--- config.mk ---
export PLATFORM = sky130hd
export DESIGN_NAME = ts_stub_seq_flat
export DESIGN_NICKNAME = d
export VERILOG_FILES = /design/src/rtl/ts_pkg.sv /design/src/rtl/ts_stub_seq_if.sv /design/src/rtl/ts_rr_arb.sv /design/src/rtl/ts_stub_seq.sv /design/src/flat_wrapper.sv
export SDC_FILE = /design/constraint.sdc
export NUM_CORES = 1
export LEC_CHECK = 0
export CAP_MARGIN = 20
export CORE_MARGIN = 2
export CORE_UTILIZATION = 55
export CTS_BUF_LIST = sky130_fd_sc_hd__clkbuf_4 sky130_fd_sc_hd__clkbuf_8 sky130_fd_sc_hd__clkbuf_16
export DETAILED_ROUTE_END_ITERATION = 7
export DONT_BUFFER_PORTS = 1
export GPL_TIMING_DRIVEN = 1
export PLACE_DENSITY = 0.67
export SLEW_MARGIN = 20
export SYNTH_ARGS = -nofsm -noshare
export SYNTH_HDL_FRONTEND = slang
export SYNTH_SLANG_ARGS = --single-unit
--- constraint.sdc ---
create_clock -name clk -period 3.9 [get_ports clk]
set_input_delay 0.195 -clock clk [delete_from_list [all_inputs] [get_ports clk]]
set_output_delay 0.195 -clock clk [all_outputs]
set_load 0.01 [all_outputs]
--- src/rtl/ts_pkg.sv ---
// Shared definitions for the track-stub processing chain.
package ts_pkg;

  localparam int unsigned STUB_CNT_BITS = 8;
  localparam int unsigned TS_NCH        = 4;

  typedef logic [STUB_CNT_BITS-1:0] stub_cnt_t;

  typedef enum logic [0:0] {StIdle, StRun} seq_state_e;

endpackage

--- src/rtl/ts_stub_seq_if.sv ---
// Load and token handshake bundle of the multi-channel stub sequencer.
interface ts_stub_seq_if
  import ts_pkg::*;
#(
  parameter int unsigned NCH      = TS_NCH,
  parameter int unsigned CNT_BITS = STUB_CNT_BITS,
  parameter int unsigned CH_BITS  = $clog2(NCH)
);

  logic                    ld_en;
  logic [NCH*CNT_BITS-1:0] init;
  logic                    ld_ready;
  logic                    ld_err;
  logic                    out_valid;
  logic                    out_ready;
  logic [CH_BITS-1:0]      out_ch;
  logic [CNT_BITS-1:0]     out_idx;
  logic                    out_last;
  logic                    done;
  logic                    busy;

  modport master (
    output ld_en, init, out_ready,
    input  ld_ready, ld_err, out_valid, out_ch, out_idx, out_last, done, busy
  );

  modport slave (
    input  ld_en, init, out_ready,
    output ld_ready, ld_err, out_valid, out_ch, out_idx, out_last, done, busy
  );

endinterface

--- src/rtl/ts_rr_arb.sv ---
// Round-robin priority picker: first requesting channel at or after ptr, cyclic.
module ts_rr_arb #(
  parameter int unsigned NCH     = 4,
  parameter int unsigned CH_BITS = $clog2(NCH)
) (
  input  logic [NCH-1:0]     req,
  input  logic [CH_BITS-1:0] ptr,
  output logic [CH_BITS-1:0] grant,
  output logic               any
);

  always_comb begin
    int unsigned c;
    grant = '0;
    any   = 1'b0;
    c     = 0;
    for (int unsigned i = 0; i < NCH; i++) begin
      c = (32'(ptr) + i) % NCH;
      if (!any && req[c[CH_BITS-1:0]]) begin
        any   = 1'b1;
        grant = c[CH_BITS-1:0];
      end
    end
  end

endmodule

--- src/rtl/ts_stub_seq.sv ---
// Multi-channel stub sequencer: double-buffered per-channel counts drained one
// token per cycle in round-robin channel order.
module ts_stub_seq
  import ts_pkg::*;
#(
  parameter int unsigned NCH      = TS_NCH,
  parameter int unsigned CNT_BITS = STUB_CNT_BITS,
  parameter int unsigned CH_BITS  = $clog2(NCH)
) (
  input  logic          clk,
  input  logic          rst,
  ts_stub_seq_if.slave  bus
);

  typedef logic [CNT_BITS-1:0] cnt_t;

  seq_state_e         state_q, state_d;
  cnt_t               pend_q [NCH];
  cnt_t               pend_d [NCH];
  cnt_t               cnt_q  [NCH];
  cnt_t               cnt_d  [NCH];
  logic               pend_full_q, pend_full_d;
  logic [CH_BITS-1:0] ptr_q, ptr_d;
  logic               ld_err_q, ld_err_d;
  logic               done_q, done_d;

  logic [NCH-1:0]     req;
  logic [NCH-1:0]     grant_oh;
  logic [CH_BITS-1:0] grant;
  logic               any;
  cnt_t               cur;
  logic               last;
  logic               pend_zero;
  logic               run;

  always_comb begin
    pend_zero = 1'b1;
    for (int k = 0; k < int'(NCH); k++) begin
      req[k] = (cnt_q[k] != '0);
      if (pend_q[k] != '0) pend_zero = 1'b0;
    end
  end

  ts_rr_arb #(
    .NCH     (NCH),
    .CH_BITS (CH_BITS)
  ) u_arb (
    .req   (req),
    .ptr   (ptr_q),
    .grant (grant),
    .any   (any)
  );

  assign run      = (state_q == StRun);
  assign cur      = cnt_q[grant];
  assign grant_oh = NCH'(1) << grant;
  // Last of the crossing: one stub left on the granted channel, nothing elsewhere.
  assign last     = any && (cur == cnt_t'(1)) && (req == grant_oh);

  // Outputs depend on registered state only; idle values forced to zero.
  assign bus.out_valid = run;
  assign bus.out_ch    = run ? grant : '0;
  assign bus.out_idx   = run ? cur - cnt_t'(1) : '0;
  assign bus.out_last  = run && last;
  assign bus.ld_ready  = !pend_full_q;
  assign bus.ld_err    = ld_err_q;
  assign bus.done      = done_q;
  assign bus.busy      = run || pend_full_q;

  always_comb begin
    state_d     = state_q;
    pend_d      = pend_q;
    pend_full_d = pend_full_q;
    cnt_d       = cnt_q;
    ptr_d       = ptr_q;
    ld_err_d    = ld_err_q;
    done_d      = 1'b0;

    if (bus.ld_en) begin
      if (!pend_full_q) begin
        for (int k = 0; k < int'(NCH); k++) begin
          pend_d[k] = bus.init[k*CNT_BITS +: CNT_BITS];
        end
        pend_full_d = 1'b1;
      end else begin
        ld_err_d = 1'b1;
      end
    end

    unique case (state_q)
      StIdle: begin
        if (pend_full_q) begin
          cnt_d       = pend_q;
          pend_full_d = 1'b0;
          if (pend_zero) done_d = 1'b1;
          else           state_d = StRun;
        end
      end
      StRun: begin
        if (bus.out_ready) begin
          cnt_d[grant] = cur - cnt_t'(1);
          ptr_d        = (grant == CH_BITS'(NCH - 1)) ? '0 : grant + CH_BITS'(1);
          if (last) begin
            state_d = StIdle;
            done_d  = 1'b1;
          end
        end
      end
      default: state_d = StIdle;
    endcase
  end

  always_ff @(posedge clk or posedge rst) begin
    if (rst) begin
      state_q     <= StIdle;
      pend_q      <= '{default: '0};
      cnt_q       <= '{default: '0};
      pend_full_q <= 1'b0;
      ptr_q       <= '0;
      ld_err_q    <= 1'b0;
      done_q      <= 1'b0;
    end else begin
      state_q     <= state_d;
      pend_q      <= pend_d;
      cnt_q       <= cnt_d;
      pend_full_q <= pend_full_d;
      ptr_q       <= ptr_d;
      ld_err_q    <= ld_err_d;
      done_q      <= done_d;
    end
  end

endmodule

--- src/flat_wrapper.sv ---
// flat-port wrapper written by rule: the top's interface ports become plain ports
module ts_stub_seq_flat import ts_pkg::*;
#(
  parameter int unsigned NCH      = TS_NCH,
  parameter int unsigned CNT_BITS = STUB_CNT_BITS,
  parameter int unsigned CH_BITS  = $clog2(NCH)
)
  (clk, rst, bus_ld_en, bus_init, bus_out_ready, bus_ld_ready, bus_ld_err, bus_out_valid, bus_out_ch, bus_out_idx, bus_out_last, bus_done, bus_busy);
  ts_stub_seq_if #(.NCH(NCH), .CNT_BITS(CNT_BITS), .CH_BITS(CH_BITS)) bus_i ();
  input  logic clk;
  input  logic rst;
  input wire logic [$bits(bus_i.ld_en)-1:0] bus_ld_en;
  input wire logic [$bits(bus_i.init)-1:0] bus_init;
  input wire logic [$bits(bus_i.out_ready)-1:0] bus_out_ready;
  output wire logic [$bits(bus_i.ld_ready)-1:0] bus_ld_ready;
  output wire logic [$bits(bus_i.ld_err)-1:0] bus_ld_err;
  output wire logic [$bits(bus_i.out_valid)-1:0] bus_out_valid;
  output wire logic [$bits(bus_i.out_ch)-1:0] bus_out_ch;
  output wire logic [$bits(bus_i.out_idx)-1:0] bus_out_idx;
  output wire logic [$bits(bus_i.out_last)-1:0] bus_out_last;
  output wire logic [$bits(bus_i.done)-1:0] bus_done;
  output wire logic [$bits(bus_i.busy)-1:0] bus_busy;
  assign bus_i.ld_en = bus_ld_en;
  assign bus_i.init = bus_init;
  assign bus_i.out_ready = bus_out_ready;
  assign bus_ld_ready = bus_i.ld_ready;
  assign bus_ld_err = bus_i.ld_err;
  assign bus_out_valid = bus_i.out_valid;
  assign bus_out_ch = bus_i.out_ch;
  assign bus_out_idx = bus_i.out_idx;
  assign bus_out_last = bus_i.out_last;
  assign bus_done = bus_i.done;
  assign bus_busy = bus_i.busy;
  ts_stub_seq #(.NCH(NCH), .CNT_BITS(CNT_BITS), .CH_BITS(CH_BITS)) u_core (.clk(clk), .rst(rst), .bus(bus_i));
endmodule
After elaboration in Yosys (flattened, before gate mapping):

Cells that the tools add are included.

* add/sub/neg operators: 5
* $lt $le $gt $ge: 6
* eq/ne operators: 5
* shift operators: 1
* mux-type cells: 45
* bitwise operators: 3
* reductions and logical operators: 24

Operators with widths (number)
* $mux W32: 2
* $pmux W32 S2: 1
* $reduce_bool A8 Y1: 8
* $bwmux W32: 1
* $mux W8: 4
* $mux W1: 23
* $bmux W8 S2: 1
* $demux W8 S2: 1
* $lt A2 B3 Y1 const B: 4
* $mux W2: 6
* $bmux W1 S2: 4
* $eq A8 B1 Y1 const B: 1
* $reduce_and A2 Y1: 4
* $sub A8 B1 Y8 const B: 1
* $logic_and A1 B1 Y1: 7
* $add A2 B1 Y2 const B: 2
* $add A2 B2 Y2 const B: 2
* $eq A4 B4 Y1: 1
* $logic_not A1 Y1: 4
* $pmux W1 S2: 2
* $shl A1 B2 Y4 const A: 1
* $ge A3 B3 Y1 const B: 1
* $lt A3 B1 Y1 const B: 1
* $not A2 Y3: 1
* other kinds (5): 6

* register bits after elaboration: 70
* logic and storage cells: 102

Longest topological paths before layout:

Gate-level depths: netlist of run 1.

* word-level depth: 23
* depth in mapped cells: 16
* mapped depth without buffers: 12

Modules after synthesis:

From an unflattened synthesis of run 1, not the netlist that was laid out.

* cell total of the unflattened synthesis: 336
* area, all modules: 3595.9 sq um

Modules (own cells, without submodules)
* ts_stub_seq: instances 1, cells each 321, area an instance 3518.4 sq um, sequential area each 1751.7 sq um
* ts_rr_arb: instances 1, cells each 15, area an instance 77.6 sq um, sequential area each 0.0 sq um

Worst setup path before layout of run 1:

Ideal clock, no wire load.

* kind: register to output
* start: reg u_core.cnt_q[29] (netlist name)
* end: out bus_out_last
* arrival time: 3016 ps
* path slack: 689 ps
* stages on the path, launching flop included: 15
* cells stage by stage: dfrtp_1 nor4_1 nand2_1 a211oi_1 a2bb2oi_1 buf_4 buf_6 inv_1 ha_1 clkbuf_1 xor2_1 nor3_1 nand3_1 nor4b_2 and2_1

* word-level cells in the longest chain between the ends: 21
* elaborated cells between the ends (all ways): 33
* classes of those cells: 2 x eq/ne; 1 x shift; 19 x mux; 1 x bitwise; 10 x reduce/logical

Ends and longest elaborated chain
* from (decl): line ts_stub_seq.sv:20 `cnt_t cnt_q [NCH];`
* from (signal assigned): line ts_stub_seq.sv:125 `cnt_q <= cnt_d;`
* $reduce_bool A8 Y1: line ts_stub_seq.sv:39 `req[k] = (cnt_q[k] != '0);`
* $bmux W1 S2: line ts_rr_arb.sv:19 `if (!any && req[c[CH_BITS-1:0]]) begin`
* $mux W1 (not written as such): line ts_rr_arb.sv:19
* $mux W1: line ts_rr_arb.sv:19
* $logic_not A1 Y1: line ts_rr_arb.sv:19
* $logic_and A1 B1 Y1: line ts_rr_arb.sv:19
* $mux W1: line ts_rr_arb.sv:19
* $logic_not A1 Y1: line ts_rr_arb.sv:19
* (+4 left out)
* $mux W2: line ts_rr_arb.sv:19
* $not A2 Y3 (not written as such): line ts_stub_seq.sv:55 `assign cur = cnt_q[grant];`
* $bmux W8 S2: line ts_stub_seq.sv:55
* $mux W8 (not written as such) (2 in series): line ts_stub_seq.sv:55
* $eq A8 B1 Y1: line ts_stub_seq.sv:58 `assign last = any && (cur == cnt_t'(1)) && (req == grant_oh);`
* $logic_and A1 B1 Y1: line ts_stub_seq.sv:58
* $logic_and A1 B1 Y1 *: line ts_stub_seq.sv:58
* $logic_and A1 B1 Y1 *: line ts_stub_seq.sv:64 `assign bus.out_last = run && last;`
* to (decl): line flat_wrapper.sv:20 `output wire logic [$bits(bus_i.out_last)-1:0] bus_out_last;`

Mark *: on every way between the ends. The rest lies on a longest branch, timed or not. The select of a mux whose other input is x is not followed.

Worst setup path in the final report of run 1:

* start: reg u_core.cnt_q[1] (netlist name)
* end: out bus_out_idx[5]

* word-level cells in the longest chain between the ends: 19
* elaborated cells between the ends (all ways): 28
* classes of those cells: 1 x add/sub; 19 x mux; 1 x bitwise; 7 x reduce/logical

Ends and longest elaborated chain
* $reduce_bool A8 Y1: line ts_stub_seq.sv:39
* $bmux W1 S2: line ts_rr_arb.sv:19
* $mux W1 (not written as such): line ts_rr_arb.sv:19
* $mux W1: line ts_rr_arb.sv:19
* $logic_not A1 Y1: line ts_rr_arb.sv:19
* $logic_and A1 B1 Y1: line ts_rr_arb.sv:19
* $mux W1: line ts_rr_arb.sv:19
* $logic_not A1 Y1: line ts_rr_arb.sv:19
* (+2 left out)
* $logic_not A1 Y1: line ts_rr_arb.sv:19
* $logic_and A1 B1 Y1: line ts_rr_arb.sv:19
* $mux W2: line ts_rr_arb.sv:19
* $not A2 Y3 (not written as such): line ts_stub_seq.sv:55
* $bmux W8 S2 *: line ts_stub_seq.sv:55
* $mux W8 (not written as such) * (2 in series): line ts_stub_seq.sv:55
* $sub A8 B1 Y8 *: line ts_stub_seq.sv:63 `assign bus.out_idx = run ? cur - cnt_t'(1) : '0;`
* $mux W8 *: line ts_stub_seq.sv:63
* to (decl): line flat_wrapper.sv:19 `output wire logic [$bits(bus_i.out_idx)-1:0] bus_out_idx;`

Marked as above.

==> results of run 1 <==
==> stage by stage <==
step                      cells  utilization (%)   TNS, ns  hold WS, ns  total power (W)
final                       497             67.5         0        0.303          0.00429
after global routing        497             67.5  -0.00371        0.329          0.00456
after CTS                   497             66.6         0        0.296          0.00419
after detailed placement    447             58.3         0        0.295          0.00354
after global placement      447             58.3         0        0.298          0.00350
after floorplan             371                -         0        0.312          0.00280
==> registers in the layout (all words and copies together), names as in the netlist <==
| register | cells |
|---|---|
| u_core.pend_q | 32 |
| u_core.cnt_q | 32 |
| u_core.bus.ld_err | 1 |
| u_core.bus.done | 1 |
| u_core.pend_full_q | 1 |
| u_core.ptr_q | 2 |
| u_core.bus.out_valid | 1 |
==> layout by cell type (no fill, tap or decap), drive strengths merged, types with 2 or more instances in the layout <==
cell         instances
a211oi               4
a21o                 4
a21oi               32
a221oi               4
a22oi                5
a2bb2oi              2
and2                 3
and3                 5
buf                 16
clkbuf              10
clkinv               2
dfrtp               70
dlygate4sd3         34
ha                   6
inv                 17
mux2                31
mux2i               10
mux4                 2
nand2               42
nand3                7
nand4                4
nor2                33
nor2b                2
nor3                 3
nor4                13
o211ai               4
o21a                 6
o21ai               19
o221ai               6
or2                  2
or4                  2
xnor2                4
xor2                 4
==> routing by layer <==
metal  vias up  track usage [%]  share of wire, %
met5         -                0                 0
met4         0             10.8               2.2
met3        18             5.33               6.8
met2       146             43.0                47
met1      1537             41.9                44
li1       1418                -                 -
==> timing repair <==
item | in CTS | in global routing
endpoints found under the hold margin | 73 | 0
setup endpoints to repair | 1 | 7
buffers inserted | 0 | 0
gates resized for setup | 1 | 10
hold buffers | 34 | 0
==> cell families (layout without fill, tap and decap cells) <==
family,after synthesis,after routing
flip-flops,70,70
buffers and inverters,35,81
adder cells (fa/ha/maj),6,6
AND/OR/NAND/NOR,119,119
XOR/XNOR,8,8
multiplexers,43,43
AO/OA/AOI/OAI,90,90
==> report_power, final <==
part / total [W] / internal [W] / switching (W)
clock: 0.000613 / 0.000317 / 0.000296
combinational: 0.00233 / 0.000984 / 0.00134
sequential: 0.00135 / 0.00103 / 0.000322
total: 0.00429 / 0.00233 / 0.00196
==> layout make-up <==
| cell class | count | area, sq um |
|---|---|---|
| clock buffer | 10 | 138 |
| clock inverter | 6 | 68.8 |
| fill | 496 | 2180 |
| inverter | 15 | 56.3 |
| multi-input combinational | 266 | 1950 |
| sequential | 70 | 1750 |
| tap | 80 | 100 |
| timing repair buffer | 50 | 473 |
==> critical path, stage by stage, from the launching register on <==
cell	delay (ns)
dfrtp_1	0.43
or4_4	0.56
or2_4	0.28
a311oi_2	0.30
a21oi_4	0.11
mux4_1	0.51
buf_4	0.20
nor2_2	0.20
nand3_1	0.22
xnor2_4	0.22
nor2_1	0.20
==> final timing paths <==
path / to / cells after the start / slack [ns] / startpoint
max in group asynchronous: u_core.pend_q[14] / 3 / 2.53 / rst
min: u_core.pend_q[30] / 3 / 0.30 / bus_ld_en
max reg2reg: u_core.cnt_q[22] / 12 / 0.46 / u_core.cnt_q[9]
max: bus_out_idx[5] / 10 / 0.12 / u_core.cnt_q[1]
min in group asynchronous: u_core.pend_q[16] / 2 / 0.47 / rst
min reg2reg: u_core.bus.ld_err / 1 / 0.54 / u_core.bus.ld_err
==> flow_summary.toml, run 1 <==
[timing]
period_needed_ns = 3.78
worst_slack_ns = 0.121
setup_viol = 0
hold_viol_final = 0
slew_headroom_pct = 39.5
drv_slew = 0
worstMarginPinSlew_ns = 0.906
finClkSkew_ns = 0.00836
period_share_pct = 96.9
fmax_mhz = 265

[clock_tree]
cts.reportedPaths.clkPinSlew_ns = 0.08
htree_levels = 3
cts_inserted_buffers = 9
clockBufferDepth = 2
clock_sinks = 70
cts-root-buf = "clkbuf_8"
clock_latency_ns = 0.35
cts_tree = "done"

[detailed_routing]
viasPerCell = 6.28
drt-total-wl_um = 10100
antenna_left = 0
drc = 0
wl_per_cell_um = 20.3
vias = 3119
first_iter_violations = 288
first_pass_iters = 5

[synthesis]
synth_cell_types = 53
syn_area_sq_um = 3770
synthArstFlopShare_pct = 100
yosys_warnings = 0
yosys.area.top_type = "dfrtp_1"
synth_most_common_cell = "dfrtp_1"
synth_compound_area_share_pct = 15.7
synthCells = 371
ys.flop_type = "dfrtp_1"
synth_seq_cells = 70
synth_edf_count = 0
synth_common_cells = "70 x dfrtp_1, 42 x nand2_1, 31 x mux2_2, 31 x nor2_1, 30 x a21oi_1"
synthAdderAreaFrac_pct = 1.99
yosys.area_share.simple_pct = 16.0
seq_area_frac_synth_pct = 46.5
muxShareOfSynthArea_pct = 13.2
synth_nets = 413
synth_xor_area_share_pct = 2.46
synth_top_area_share_pct = 46.5
synth_top_family_by_area = "simple AND/OR/NAND/NOR gates"
ys_top_cells_by_area = "dfrtp_1 47%, mux2_2 9.3%, nand2_1 4.2%"
syn_avg_cell_area_sq_um = 10.2

[die]
num_io_pins = 52
dieArea_sq_um = 7530
initial_core_util_pct = 56.1
core_sq_um = 6720
chipHeight_um = 86.8
die_w_um = 86.8
rows = 30

[global_route]
grt_max_degree = 42
antenna_found_initial = 0
grt_first_pass_wirelength_um = 16400
grt-ovfl-total = 0
grtUsageTotal_pct = 28.7
grt_pass1_vias = 3135

[power]
leakage_nw = 1.92
ir_worst_vdd_mv = 0.461
powerDensity_nw_per_um2 = 947

[worst_hold_path]
hold_class = "in -> reg"

[critical_path]
arrival_ns = 3.58
worst_setup_path_start_kind = "register"
crit_type = "reg -> out"
cp-end-kind = "output pin"
cp.required_ns = 3.70
critPathMaxFanout = 8

[outcome]
outcome = "finished clean"

[finish]
n_antenna_cell = 0
drive_above_1_share_pct = 21.6
stdcell_area_sq_um = 4530
syn_to_final_growth_pct = 20.4
finalNetCount = 454

[placed_design]
dpl-instance-area_sq_um = 3920
io_buffers = 0
dp_hpwl_um = 7090
place_ws_ns = 0.378
place_congestion = 0.972

[flow_run]
maxCapViolCount = 0
Note: power is estimated with default switching activity, not from simulation.
==> run 2: changes to the inputs <==
--- a/config.mk
+++ b/config.mk
@@ -11,7 +11,8 @@
 export CTS_BUF_LIST = sky130_fd_sc_hd__clkbuf_4 sky130_fd_sc_hd__clkbuf_8 sky130_fd_sc_hd__clkbuf_16
 export DETAILED_ROUTE_END_ITERATION = 7
 export DONT_BUFFER_PORTS = 1
-export GPL_TIMING_DRIVEN = 1
+export GPL_TIMING_DRIVEN = 0
+export MAX_ROUTING_LAYER = met4
 export PLACE_DENSITY = 0.67
 export SLEW_MARGIN = 20
 export SYNTH_ARGS = -nofsm -noshare
==> run 2 against run 1 <==
Compared with the run above:
- combinational power shrank 3%
- final area grew 2.4%
- non-clock buffer count grew 4
- worst hold slack lost 0.050 ns
- clock power grew 20%
- sequential cell count is the same
- setup slack lost 0.018 ns
- core utilization grew 1.6 points
- power grew 1.7%
- critical endpoint is now bus_out_last
- largest power group unchanged
==> flow_summary.toml, run 2 (synthesized netlist as in run 1, its figures left out) <==
[outcome]
outcome = "finished clean"

[critical_path]
crit_type = "reg -> out"
cp.required_ns = 3.70
worst_setup_path_start_kind = "register"
timing.rr.start = "u_core.cnt_q[10]"
rrSetupSlack_ns = 0.37
r2r_end = "u_core.cnt_q[22]"
critPathMaxFanout = 11
reg2regPathDepth = 13
arrival_ns = 3.60
cp-end-kind = "output pin"

[finish]
finalNetCount = 458
final_cell_mix = "70 x dfrtp_1, 42 x nand2_1, 34 x dlygate4sd3_1, 31 x mux2_2"
syn_to_final_growth_pct = 23.3
n_antenna_cell = 0
reg.largest.list = "u_core.cnt_q x32, u_core.pend_q x32, u_core.ptr_q x2"
stdcell_area_sq_um = 4640
final_common_cell = "dfrtp_1"
drive_above_1_share_pct = 21.1
fin_util_pct = 69.1

[timing]
period_share_pct = 97.4
finalSetupTns_ns = 0
fmax_mhz = 263
worst_slack_ns = 0.102
setup_viol = 0
hold_viol_final = 0
period_needed_ns = 3.80
hold_slack_ns = 0.253
slew_headroom_pct = 54.4
worstMarginPinSlew_ns = 0.684
finClkSkew_ns = 0.00818
drv_slew = 0

[worst_hold_path]
hold_class = "in -> reg"
min_from = "bus_out_ready"
hold_depth = 3
hold_end = "u_core.cnt_q[15]"

[die]
dieArea_sq_um = 7530
rows = 30
num_io_pins = 52
initial_core_util_pct = 56.1
die_w_um = 86.8
chipHeight_um = 86.8
core_sq_um = 6720

[clock_tree]
cts_tree = "done"
clock_sinks = 70
clockBufferDepth = 2
cts-root-buf = "clkbuf_8"
cts.reportedPaths.clkPinSlew_ns = 0.08
cts_inserted_buffers = 9
htree_levels = 3
clock_latency_ns = 0.35

[global_route]
antenna_found_initial = 0
grt-ovfl-total = 0
grtUsageTotal_pct = 31.3
grt_first_pass_wirelength_um = 16900
grt_pass1_vias = 3101
grt_max_degree = 49

[power]
ir_worst_vdd_mv = 0.495
leakage_nw = 1.92
powerDensity_nw_per_um2 = 940

[detailed_routing]
wl_per_cell_um = 21.2
antenna_left = 0
first_pass_iters = 6
drt-total-wl_um = 10600
vias = 3186
first_iter_violations = 385
viasPerCell = 6.36
drc = 0

[flow_run]
maxCapViolCount = 0

[placed_design]
io_buffers = 0
place_congestion = 0.855
dpl-instance-area_sq_um = 3900
dp_hpwl_um = 7400
place_ws_ns = -0.174
## run 2: cell count changes in the layout (fill, tap and decap cells not counted), sizes merged
cell	delta
buf	-5
bufinv	+2
clkbuf	+8
clkinv	+1
inv	-2
## run 2: stage by stage
step,instances,total power [W]
after detailed placement,452,0.00335
after CTS,498,0.00420
final,501,0.00437
after global routing,501,0.00460
after floorplan,371,0.00280
after global placement,451,0.00330
## run 2: cell type report
type	instances	area [sq um]
Clock inverter	7	121
Clock buffer	9	124
Buffer	16	80.1
Sequential cell	70	1750
Inverter	15	62.6
Tap cell	80	100
Multi-Input combinational cell	266	2010
Fill cell	504	2070
Timing Repair Buffer	38	390
## run 2: power by group
group	switching [W]	internal, W
Combinational	0.00137	0.000893
Clock	0.000306	0.000428
Sequential	0.000340	0.00103
Total	0.00201	0.00235
## run 2: repair_timing
item / CTS / global route
setup buffers: 1 / 2
setup endpoints to repair: 10 / 8
hold endpoints to repair: 54 / 1
pin swaps: 0 / 2
hold buffers: 33 / 1
gates resized for setup: 13 / 13
## run 2: metal layers
| metal | GRT usage (%) | share of wire [%] |
|---|---|---|
| met2 | 45.9 | 48 |
| met5 | - | 0 |
| met1 | 43.5 | 44 |
| met4 | 10.5 | 1.7 |
| met3 | 6.76 | 6.9 |
## run 2: critical path, cell delays in order, from the launching register on
cell       delay, ns
dfrtp_1         0.48
nor4_4          0.32
nand2_1         0.18
a211oi_2        0.33
a2bb2oi_2       0.20
buf_4           0.15
buf_6           0.16
inv_1           0.11
ha_2            0.28
xor2_1          0.18
nor3_1          0.19
nand3_1         0.15
nor4b_4         0.29
and2_4          0.22
## run 2: worst max-delay path by stage
| stage | start | end | slack [ns] | cells past startpoint |
|---|---|---|---|---|
| after global routing | u_core.cnt_q[10] | bus_out_last | -0.02 | 13 |
| after floorplan | u_core.cnt_q[29] | bus_out_last | 0.69 | 14 |
| after global placement | u_core.cnt_q[31] | bus_out_last | -0.03 | 14 |
| after CTS | u_core.cnt_q[31] | bus_out_last | 0.05 | 13 |
| after detailed placement | u_core.cnt_q[31] | bus_out_last | -0.17 | 14 |
| final | u_core.cnt_q[10] | bus_out_last | 0.10 | 13 |
